--- src/rtl/sram_bus_bridge.sv ---
// sram_bus_bridge: 32-bit CPU data bus to 16-bit SRAM stage bridge.
// Each word access is split into a low half-word transaction and a high
// half-word transaction, separated by one idle cycle.
// Optional macro SRAM_BRIDGE_READ_CACHE_EN adds a single-entry read cache.
module sram_bus_bridge (
  input  logic        i_clock,
  input  logic        i_reset,
  input  logic        i_request,
  input  logic        i_rw,
  input  logic [31:0] i_address,
  input  logic [31:0] i_wdata,
  output logic [31:0] o_rdata,
  output logic        o_ready,
  output logic        o_sram_enable,
  output logic        o_sram_rw,
  output logic [17:0] o_sram_address,
  output logic [15:0] o_sram_wdata,
  input  logic [15:0] i_sram_rdata,
  input  logic        i_sram_ready
);

  typedef enum logic [2:0] {IDLE, LO, GAP, HI, DONE} state_t;

  state_t      state_q, state_d;
  logic        rw_q;
  logic [16:0] tag_q;
  logic [31:0] wdata_q;
  logic [31:0] rdata_q;
  logic        cache_hit;
  logic        active;

  // Address bits outside [18:2] do not take part in the access.
  logic        unused_addr_bits;
  assign unused_addr_bits = ^{i_address[31:19], i_address[1:0]};

`ifdef SRAM_BRIDGE_READ_CACHE_EN
  logic        cache_valid_q;
  logic [16:0] cache_tag_q;
  logic [31:0] cache_data_q;

  assign cache_hit = cache_valid_q && !i_rw && (cache_tag_q == i_address[18:2]);

  // Fill on read completion; keep coherent on writes to the cached word.
  always_ff @(posedge i_clock or posedge i_reset) begin
    if (i_reset) begin
      cache_valid_q <= 1'b0;
      cache_tag_q   <= '0;
      cache_data_q  <= '0;
    end else if (state_q == HI && i_sram_ready) begin
      if (!rw_q) begin
        cache_valid_q <= 1'b1;
        cache_tag_q   <= tag_q;
        cache_data_q  <= {i_sram_rdata, rdata_q[15:0]};
      end else if (cache_valid_q && cache_tag_q == tag_q) begin
        cache_data_q  <= wdata_q;
      end
    end
  end
`else
  assign cache_hit = 1'b0;
`endif

  // State register.
  always_ff @(posedge i_clock or posedge i_reset) begin
    if (i_reset) state_q <= IDLE;
    else         state_q <= state_d;
  end

  // Next-state logic; DONE holds while the request stays high.
  always_comb begin
    state_d = state_q;
    case (state_q)
      IDLE: if (i_request)    state_d = cache_hit ? DONE : LO;
      LO:   if (i_sram_ready) state_d = GAP;
      GAP:                    state_d = HI;
      HI:   if (i_sram_ready) state_d = DONE;
      DONE: if (!i_request)   state_d = IDLE;
      default:                state_d = IDLE;
    endcase
  end

  // Request latch and read data assembly.
  always_ff @(posedge i_clock or posedge i_reset) begin
    if (i_reset) begin
      rw_q    <= 1'b0;
      tag_q   <= '0;
      wdata_q <= '0;
      rdata_q <= '0;
    end else begin
      case (state_q)
        IDLE: if (i_request) begin
          rw_q    <= i_rw;
          tag_q   <= i_address[18:2];
          wdata_q <= i_wdata;
`ifdef SRAM_BRIDGE_READ_CACHE_EN
          if (cache_hit) rdata_q <= cache_data_q;
`endif
        end
        LO: if (i_sram_ready && !rw_q) rdata_q[15:0]  <= i_sram_rdata;
        HI: if (i_sram_ready && !rw_q) rdata_q[31:16] <= i_sram_rdata;
        default: ;
      endcase
    end
  end

  // Outputs decoded from registered state only.
  always_comb begin
    active         = (state_q == LO) || (state_q == GAP) || (state_q == HI);
    o_sram_enable  = (state_q == LO) || (state_q == HI);
    o_ready        = (state_q == DONE);
    o_sram_rw      = active && rw_q;
    o_sram_address = '0;
    o_sram_wdata   = '0;
    if (active) begin
      o_sram_address = {tag_q, (state_q == HI)};
      o_sram_wdata   = (state_q == HI) ? wdata_q[31:16] : wdata_q[15:0];
    end
    o_rdata        = rdata_q;
  end

endmodule

--- config.mk ---
export PLATFORM = sky130hd
export DESIGN_NAME = sram_bus_bridge
export DESIGN_NICKNAME = d
export VERILOG_FILES = /design/src/rtl/sram_bus_bridge.sv
export SDC_FILE = /design/constraint.sdc
export NUM_CORES = 1
export LEC_CHECK = 0
export CORE_ASPECT_RATIO = 1.1
export CORE_MARGIN = 5
export CORE_UTILIZATION = 38
export DETAILED_ROUTE_END_ITERATION = 12
export GPL_TIMING_DRIVEN = 1
export PLACE_DENSITY = 0.76
export REMOVE_ABC_BUFFERS = 1
export SYNTH_ARGS = -nofsm -noshare
export SYNTH_HDL_FRONTEND = slang
export SYNTH_SLANG_ARGS = --single-unit
--- constraint.sdc ---
create_clock -name i_clock -period 3.2 [get_ports i_clock]
set_clock_uncertainty 0.1 [all_clocks]
set_input_delay 0.8 -clock i_clock [delete_from_list [all_inputs] [get_ports i_clock]]
set_output_delay 0.8 -clock i_clock [all_outputs]
set_load 0.01 [all_outputs]
==> impl_metrics.env, run 1 <==
export IMPL_reg2reg_from="state_q[2]$_DFFE_PP0P_"
export IMPL_fp_coreArea_mm2=0.00935
export IMPL_yosys_area_top_type="dfrtp_1"
export IMPL_synth_edf_count=0
export IMPL_first_iter_violations=63
export IMPL_ys_seq_elements=85
export IMPL_worstPathArrival_ps=2120
export IMPL_dp_cells=516
export IMPL_critPathCaptureType="output port"
export IMPL_p_int_mw=3.76
export IMPL_worst_path_dominant_cell_family="buffers and inverters"
export IMPL_die_area_mm2=0.0116
export IMPL_hp_class="reg2reg"
export IMPL_swShare_pct=32.0
export IMPL_layoutNonFillerInstCount=531
export IMPL_fill_cells=780
export IMPL_clock_root_buffer="clkbuf_8"
export IMPL_fin_ws_ps=177
export IMPL_post_cts_buffers=0
export IMPL_insertion_delay_ps=330
export IMPL_grt_pass1_vias=2830
export IMPL_synth_most_common_cell="dfrtp_1"
export IMPL_syn_avg_cell_area_um2=13.5
export IMPL_grt_total_usage_pct=15.2
export IMPL_syn_to_final_growth_pct=47.1
export IMPL_min_period_ps=3020
export IMPL_post_dp_hpwl_mm=6.19
export IMPL_finalPower_mw=5.53
export IMPL_path_class="reg2out"
export IMPL_pwr_share_seq_pct=34.8
export IMPL_antenna_found_initial=0
export IMPL_gp_congestion=0.716
export IMPL_yosys_top_cells_area="dfrtp_1 (58%), mux2_2 (22%), mux2_4 (4.1%)"
export IMPL_synth_warnings=0
export IMPL_cp_slowest_cell="clkdlybuf4s50_1"
export IMPL_wire_per_inst_um=16.2
export IMPL_synthCells=269
export IMPL_cts_tree="yes"
export IMPL_port_buffer_count=138
export IMPL_row_count=37
export IMPL_whs_ps=399
export IMPL_fmaxAchievable_mhz=331
export IMPL_critical_path_startpoint_type="flip-flop"
export IMPL_rsz0062_at_grt="false"
export IMPL_max_cap_viol_count=0
export IMPL_crit_path_cell_trace="nor2_1, or2_2, a21oi_1, clkdlybuf4s50_1"
export IMPL_p_clk_share_pct=13.6
export IMPL_fp_dieH_um=113
export IMPL_synth_common_cells="dfrtp_1 (85), mux2_2 (72), nand2_1 (34), and2_1 (19), a21oi_1 (16)"
export IMPL_status="finished clean"
export IMPL_routed_via_density=4.80
export IMPL_yosysSeqAreaShare_pct=58.4
export IMPL_synth_area_mm2=0.00364
export IMPL_path_clk_slew_ps=80
export IMPL_synth_cell_types=26
export IMPL_setup_violations=0
export IMPL_p_per_area_mw_per_mm2=1030
export IMPL_worstPathRequired_ps=2300
export IMPL_io_pins=154
export IMPL_h_tree_depth=3
export IMPL_drtAntennaViolNets=0
export IMPL_cts_buffers=9
export IMPL_globalRoute_totalOverflow=0
export IMPL_drive_gt1_share_pct=27.8
export IMPL_drc=0
export IMPL_cts_sinks=85
export IMPL_cp_num_buf_inv=1
export IMPL_firstDrtPassIters=4
export IMPL_hp_start="tag_q[4]$_DFFE_PP0P_"
export IMPL_routed_wl_mm=8.62
export IMPL_fin_crit_sh_pct=94.5
export IMPL_worst_pin_slew_ps=476
export IMPL_async_flop_share_pct=100
export IMPL_ir_drop_v=0.000500
export IMPL_place_ws_ps=273
export IMPL_multiInputGateArea_mm2=0.00141
export IMPL_cts_path_max_buffers=2
export IMPL_cts_hold_buf=0
export IMPL_combPwrFrac_pct=51.6
export IMPL_die_w_um=103
export IMPL_final_seq_area_mm2=0.00213
export IMPL_n_antenna_cell=0
export IMPL_nets=495
export IMPL_p_switching_mw=1.77
export IMPL_vias=2550
export IMPL_slew_limit_headroom_pct=68.3
export IMPL_start_util_pct=38.9
export IMPL_synth_top_cell_area_share_pct=58.4
export IMPL_grt_max_degree=38
export IMPL_leakagePower_nw=2.25
export IMPL_maxSlewViolCount=0
export IMPL_worstPathMaxFanout=16
export IMPL_max_stage_delay_ps=580
export IMPL_startpoint="state_q[0]$_DFFE_PP0P_"
export IMPL_finalHoldViolCount=0
export IMPL_ys_flop_type="dfrtp_1"
export IMPL_grt_pass1_wl_mm=14.0
## path summary, 6_finish.rpt
check                                     endpoint  slack, ps  depth (start not counted)
max                                o_sram_wdata[2]        180                          4
min                           tag_q[4]$_DFFE_PP0P_        400                          1
max reg2reg                 o_rdata[9]$_DFFE_PP0P_       1310                          3
min reg2reg                   tag_q[4]$_DFFE_PP0P_        400                          1
max in group asynchronous    tag_q[15]$_DFFE_PP0P_       1800                          3
min in group asynchronous  o_rdata[18]$_DFFE_PP0P_        640                          2
## worst register-to-register path, delay by kind of cell (launching register included)
family        cells  cell delay, ps
flops             1             480
simple gates      2             830
mux               1             370
## logic make-up (layout without fill, tap and decap cells)
group           Yosys count  in the layout  synth area share (%)
simple gates             66             66                  9.59
compound gates           17             17                  2.34
xor+xnor                  1              1                 0.241
mux                      82             82                  26.4
buf+inv                  18            163                  2.99
flops                    85             85                  58.4
## cells in the final DEF (no fill, tap or decap), types with 4 or more instances in the layout
cell type,instances
a21oi_1,16
and2_1,19
buf_4,7
clkbuf_8,11
clkdlybuf4s50_1,138
clkinv_2,4
dfrtp_1,82
mux2_2,72
mux2_4,10
nand2_1,34
## layer usage
| metal | track usage (%) | up-vias | wire length (um) |
|---|---|---|---|
| met5 | 0 | - | 0 |
| met4 | 3.89 | 0 | 57 |
| met3 | 5.28 | 6 | 781 |
| met2 | 24.9 | 86 | 4290 |
| met1 | 19.2 | 1261 | 3500 |
| li1 | - | 1197 | - |
## layout make-up
cell class / count / share of cell area [%]
Timing Repair Buffer: 146 / 27.2
Inverter: 2 / 0.187
Tap cell: 117 / 2.73
Clock inverter: 4 / 0.888
Sequential cell: 85 / 39.8
Multi-Input combinational cell: 166 / 26.4
Clock buffer: 11 / 2.83
## power by group through the flow
stage	clock, mW	sequential [mW]	combinational, mW
after floorplan	0	1.97	1.36
after global placement	0	1.91	2.85
after detailed placement	0	1.94	2.90
after CTS	0.782	1.93	2.91
after global routing	0.827	2.01	3.09
final	0.750	1.93	2.86
## flip-flops by register name (all words and copies together) (netlist names)
name and flops:
o_rdata 32, rw_q 1, state_q 3, tag_q 17, wdata_q 32
## metrics by stage
step                      util (%)  area, um2  TNS, ps
after global placement        55.1       5150        0
after floorplan                  -       3540   -52910
after CTS                     57.2       5350        0
after global routing          57.2       5350        0
final                         57.2       5350        0
after detailed placement      55.1       5150        0
## repair_timing
item | 4_1_cts | 5_1_grt
setup endpoints to repair | 16 | 9
resized for setup | 1 | 3
cloned | 0 | 0
pin swaps | 0 | 0
No activity file was read; power rests on OpenSTA's default activity.
==> run 2, diff against run 1 <==
--- a/config.mk
+++ b/config.mk
@@ -10,7 +10,7 @@
 export CORE_UTILIZATION = 38
 export DETAILED_ROUTE_END_ITERATION = 12
 export GPL_TIMING_DRIVEN = 1
-export PLACE_DENSITY = 0.76
+export PLACE_DENSITY_LB_ADDON = 0.08
 export REMOVE_ABC_BUFFERS = 1
 export SYNTH_ARGS = -nofsm -noshare
 export SYNTH_HDL_FRONTEND = slang
==> impl_metrics.env, run 2 (synthesis results as in run 1) <==
export IMPL_worstPathRequired_ps=2300
export IMPL_p_switching_mw=1.75
export IMPL_post_dp_hpwl_mm=5.96
export IMPL_critical_path_startpoint_type="flip-flop"
export IMPL_post_cts_buffers=0
export IMPL_min_period_ps=2930
export IMPL_worst_pin_slew_ps=545
export IMPL_max_stage_delay_ps=560
export IMPL_status="finished clean"
export IMPL_cts_buffers=9
export IMPL_critPathCaptureType="output port"
export IMPL_swShare_pct=32.4
export IMPL_slew_limit_headroom_pct=63.7
export IMPL_io_pins=154
export IMPL_pwr_share_seq_pct=35.3
export IMPL_row_count=37
export IMPL_clock_root_buffer="clkbuf_8"
export IMPL_path_clk_slew_ps=70
export IMPL_leakagePower_nw=2.25
export IMPL_first_iter_violations=78
export IMPL_grt_pass1_wl_mm=13.8
export IMPL_h_tree_depth=3
export IMPL_reg2reg_from="state_q[2]$_DFFE_PP0P_"
export IMPL_fill_cells=839
export IMPL_rsz0062_at_grt="false"
export IMPL_p_int_mw=3.65
export IMPL_routed_wl_mm=8.36
export IMPL_cp_slowest_cell="clkdlybuf4s50_1"
export IMPL_nets=496
export IMPL_crit_path_cell_trace="nand3b_1, buf_4, nand2_1, a21oi_1, clkdlybuf4s50_1"
export IMPL_final_seq_area_mm2=0.00213
export IMPL_start_util_pct=38.9
export IMPL_cts_tree="yes"
export IMPL_finalHoldViolCount=0
export IMPL_die_w_um=103
export IMPL_ir_drop_v=0.000474
export IMPL_layout_commonest_cell="clkdlybuf4s50_1"
export IMPL_drc=0
export IMPL_n_antenna_cell=0
export IMPL_combPwrFrac_pct=53.0
export IMPL_fin_ws_ps=267
export IMPL_cts_hold_buf=0
export IMPL_fmaxAchievable_mhz=341
export IMPL_globalRoute_totalOverflow=0
export IMPL_holdPathEnd="state_q[1]$_DFFE_PP0P_"
export IMPL_grt_pass1_vias=2744
export IMPL_routed_via_density=4.70
export IMPL_final_core_util_pct=56.9
export IMPL_die_area_mm2=0.0116
export IMPL_maxSlewViolCount=0
export IMPL_cts_path_max_buffers=2
export IMPL_cts_sinks=85
export IMPL_setup_violations=0
export IMPL_hp_start="state_q[2]$_DFFE_PP0P_"
export IMPL_vias=2505
export IMPL_layout_common_cells="clkdlybuf4s50_1 (138), dfrtp_1 (83), mux2_2 (72)"
export IMPL_p_clk_share_pct=11.7
export IMPL_fp_coreArea_mm2=0.00935
export IMPL_cts_resized=1
export IMPL_insertion_delay_ps=340
export IMPL_drtAntennaViolNets=0
export IMPL_port_buffer_count=138
export IMPL_syn_to_final_growth_pct=46.2
export IMPL_firstDrtPassIters=4
export IMPL_hp_class="reg2reg"
export IMPL_whs_path_depth=1
export IMPL_worstPathMaxFanout=16
export IMPL_drive_gt1_share_pct=27.6
export IMPL_r2r_slack_ps=1330
export IMPL_wire_per_inst_um=15.7
export IMPL_fp_dieH_um=113
export IMPL_p_per_area_mw_per_mm2=1010
export IMPL_gp_congestion=0.768
export IMPL_whs_ps=398
export IMPL_reg2reg_to="wdata_q[5]$_DFFE_PP0P_"
export IMPL_worst_path_dominant_cell_family="buffers and inverters"
export IMPL_antenna_found_initial=0
export IMPL_finalPower_mw=5.40
export IMPL_reg2reg_depth=4
export IMPL_cp_num_buf_inv=2
export IMPL_grt_max_degree=34
export IMPL_multiInputGateArea_mm2=0.00142
export IMPL_dp_cells=517
export IMPL_fin_crit_sh_pct=91.7
export IMPL_max_cap_viol_count=0
export IMPL_layoutNonFillerInstCount=533
export IMPL_path_class="reg2out"
export IMPL_worstPathArrival_ps=2030
export IMPL_place_ws_ps=380
export IMPL_grt_total_usage_pct=15.3
## run 2: routing by layer
metal  up-vias  track usage, %  wire, um
met5         -               0         0
met4         0            6.48       145
met3        10            5.59       764
li1       1196               -         -
met1      1221            18.5      3420
met2        78            24.4      4030
## run 2: area by class of cell
class | count | share of cell area [%]
well taps | 117 | 2.75
multi-input cells | 166 | 26.6
flip-flops and latches | 85 | 40.0
inverters | 2 | 0.188
clock buffers | 10 | 2.40
repair buffers | 147 | 27.5
clock inverters | 6 | 0.564
## run 2: stage by stage
step                      TNS, ps  area (um2)
after floorplan            -52910        3540
after global placement          0        5160
after detailed placement        0        5160
after CTS                       0        5320
after global routing            0        5320
final                           0        5320
## run 2: worst max-delay path by stage
stage,start,cells after the start,slack (ps),end
global route,state_q[2]$_DFFE_PP0P_,5,70,o_sram_wdata[12]
detailed placement,state_q[1]$_DFFE_PP0P_,5,380,o_sram_wdata[13]
CTS,state_q[0]$_DFFE_PP0P_,4,10,o_sram_wdata[4]
global placement,state_q[1]$_DFFE_PP0P_,5,400,o_sram_wdata[4]
floorplan,i_request,2,-1060,rw_q$_DFFE_PP0P_
finish,state_q[1]$_DFFE_PP0P_,5,270,o_sram_wdata[13]
## run 2: power groups by stage
stage | combinational [mW] | sequential, mW | clock, mW
after CTS | 2.91 | 1.91 | 0.670
after floorplan | 1.36 | 1.97 | 0
after detailed placement | 2.90 | 1.93 | 0
after global routing | 3.12 | 1.99 | 0.715
final | 2.86 | 1.90 | 0.632
after global placement | 2.87 | 1.90 | 0
==> run 3, diff against run 2 <==
--- a/config.mk
+++ b/config.mk
@@ -7,7 +7,7 @@
 export LEC_CHECK = 0
 export CORE_ASPECT_RATIO = 1.1
 export CORE_MARGIN = 5
-export CORE_UTILIZATION = 38
+export CORE_UTILIZATION = 46
 export DETAILED_ROUTE_END_ITERATION = 12
 export GPL_TIMING_DRIVEN = 1
 export PLACE_DENSITY_LB_ADDON = 0.08
==> constraint.sdc (replaced) <==
create_clock -name i_clock -period 3.45 [get_ports i_clock]
set_clock_uncertainty 0.1 [all_clocks]
set_input_delay 0.8625 -clock i_clock [delete_from_list [all_inputs] [get_ports i_clock]]
set_output_delay 0.8625 -clock i_clock [all_outputs]
set_load 0.01 [all_outputs]
==> impl_metrics.env, run 3 (synthesis results as in run 1) <==
export IMPL_status="finished clean"
export IMPL_min_period_ps=3200
export IMPL_cts_sinks=85
export IMPL_finalHoldViolCount=0
export IMPL_fin_ws_ps=245
export IMPL_cts_tree="yes"
export IMPL_start_util_pct=46.5
export IMPL_p_per_area_mw_per_mm2=958
export IMPL_critPathCaptureType="output port"
export IMPL_cts_path_max_buffers=2
export IMPL_worstPathMaxFanout=17
export IMPL_p_int_mw=3.46
export IMPL_worst_pin_slew_ps=799
export IMPL_row_count=34
export IMPL_pwr_share_seq_pct=34.9
export IMPL_slew_limit_headroom_pct=46.7
export IMPL_port_buffer_count=138
export IMPL_insertion_delay_ps=330
export IMPL_rsz0062_at_grt="false"
export IMPL_layout_commonest_cell="clkdlybuf4s50_1"
export IMPL_antenna_found_initial=0
export IMPL_fmaxAchievable_mhz=312
export IMPL_globalRoute_totalOverflow=0
export IMPL_cp_slowest_cell="clkdlybuf4s50_1"
export IMPL_nets=494
export IMPL_swShare_pct=32.1
export IMPL_path_class="reg2out"
export IMPL_place_ws_ps=543
export IMPL_routed_via_density=4.84
export IMPL_whs_path_depth=1
export IMPL_ir_drop_v=0.000523
export IMPL_io_pins=154
export IMPL_routed_wl_mm=8.22
export IMPL_worstPathArrival_ps=2240
export IMPL_final_core_util_pct=68.0
export IMPL_post_dp_hpwl_mm=5.81
export IMPL_p_clk_share_pct=13.3
export IMPL_fin_crit_sh_pct=92.9
export IMPL_h_tree_depth=3
export IMPL_firstDrtPassIters=4
export IMPL_gp_congestion=0.721
export IMPL_combPwrFrac_pct=51.8
export IMPL_critical_path_startpoint_type="flip-flop"
export IMPL_grt_pass1_wl_mm=13.2
export IMPL_grt_pass1_vias=2717
export IMPL_drive_gt1_share_pct=26.7
export IMPL_die_w_um=94.8
export IMPL_n_antenna_cell=0
export IMPL_grt_max_degree=47
export IMPL_first_iter_violations=40
export IMPL_path_clk_slew_ps=80
export IMPL_crit_path_cell_trace="nand3b_1, clkinvlp_4, nand2_1, a21oi_1, clkdlybuf4s50_1"
export IMPL_layout_common_cells="clkdlybuf4s50_1 (138), dfrtp_1 (85), mux2_2 (72)"
export IMPL_wire_per_inst_um=15.8
export IMPL_setup_violations=0
export IMPL_drc=0
export IMPL_cts_buffers=9
export IMPL_fp_dieH_um=103
export IMPL_hp_class="reg2reg"
export IMPL_fp_coreArea_mm2=0.00783
export IMPL_vias=2517
export IMPL_clock_root_buffer="clkbuf_8"
export IMPL_reg2reg_depth=3
export IMPL_grt_total_usage_pct=17.6
export IMPL_maxSlewViolCount=0
export IMPL_syn_to_final_growth_pct=46.2
export IMPL_cts_hold_buf=0
export IMPL_worstPathRequired_ps=2490
export IMPL_die_area_mm2=0.00979
export IMPL_drtAntennaViolNets=0
export IMPL_leakagePower_nw=2.23
export IMPL_max_stage_delay_ps=570
export IMPL_max_cap_viol_count=0
export IMPL_p_switching_mw=1.63
## run 3: cell types whose count changed in the layout (fill, tap and decap cells not counted), sizes merged
cell      previous run  this run
clkinv               8         2
clkinvlp             0         3
buf                  9         7
bufinv               0         1
## run 3: power groups by stage
stage / registers [mW] / clock network [mW] / logic (mW)
finish: 1.78 / 0.678 / 2.64
global placement: 1.77 / 0 / 2.63
CTS: 1.78 / 0.698 / 2.68
detailed placement: 1.80 / 0 / 2.66
floorplan: 1.83 / 0 / 1.26
global route: 1.85 / 0.752 / 2.84
## run 3: worst max-delay path: cells and delay by family (launching register included)
kind,cells,cell delay [ps]
buffers and inverters,2,870
DFF,1,490
and+or+nand+nor,2,350
AOI/OAI and AO/OA,1,190
## run 3: what timing repair did
action / 4_1_cts / 5_1_grt
endpoints found under the setup margin: 0 / 3
gates resized for setup: 0 / 1
setup buffers: 0 / 0
## run 3: stage by stage
| step | hold slack (ps) | TNS [ps] | area, um2 | total power, mW | cells |
|---|---|---|---|---|---|
| floorplan | 372 | -43540 | 3540 | 3.09 | 253 |
| global placement | 381 | 0 | 5130 | 4.40 | 506 |
| detailed placement | 387 | 0 | 5130 | 4.46 | 506 |
| CTS | 405 | 0 | 5320 | 5.16 | 520 |
| global route | 420 | 0 | 5320 | 5.45 | 520 |
| finish | 401 | 0 | 5320 | 5.10 | 520 |
## run 3: path summary, 6_finish.rpt
| path | start | end | slack (ps) |
|---|---|---|---|
| worst max-delay path | state_q[2]$_DFFE_PP0P_ | o_sram_wdata[13] | 250 |
| worst min-delay path | tag_q[15]$_DFFE_PP0P_ | tag_q[15]$_DFFE_PP0P_ | 400 |
| worst max register to register | state_q[2]$_DFFE_PP0P_ | o_rdata[7]$_DFFE_PP0P_ | 1550 |
| worst min register to register | tag_q[15]$_DFFE_PP0P_ | tag_q[15]$_DFFE_PP0P_ | 400 |
| max in group asynchronous | i_reset | o_rdata[13]$_DFFE_PP0P_ | 1740 |
| min in group asynchronous | i_reset | o_rdata[24]$_DFFE_PP0P_ | 860 |
## run 3: layout make-up
class / instances / area, um2
clock buffers: 10 / 138
repair buffers: 145 / 1450
flip-flops and latches: 85 / 2130
clock inverters: 4 / 50.0
multi-input cells: 166 / 1410
inverters: 2 / 12.5
well taps: 108 / 135
fillers: 632 / 2510
## run 3: layer usage
layer / up-vias / part of all wire (%) / GRT usage, %
li1: 1196 / - / -
met1: 1228 / 42 / 21.6
met2: 84 / 48 / 28.5
met3: 9 / 8.7 / 6.51
met4: 0 / 1.6 / 6.44
met5: - / 0 / 0
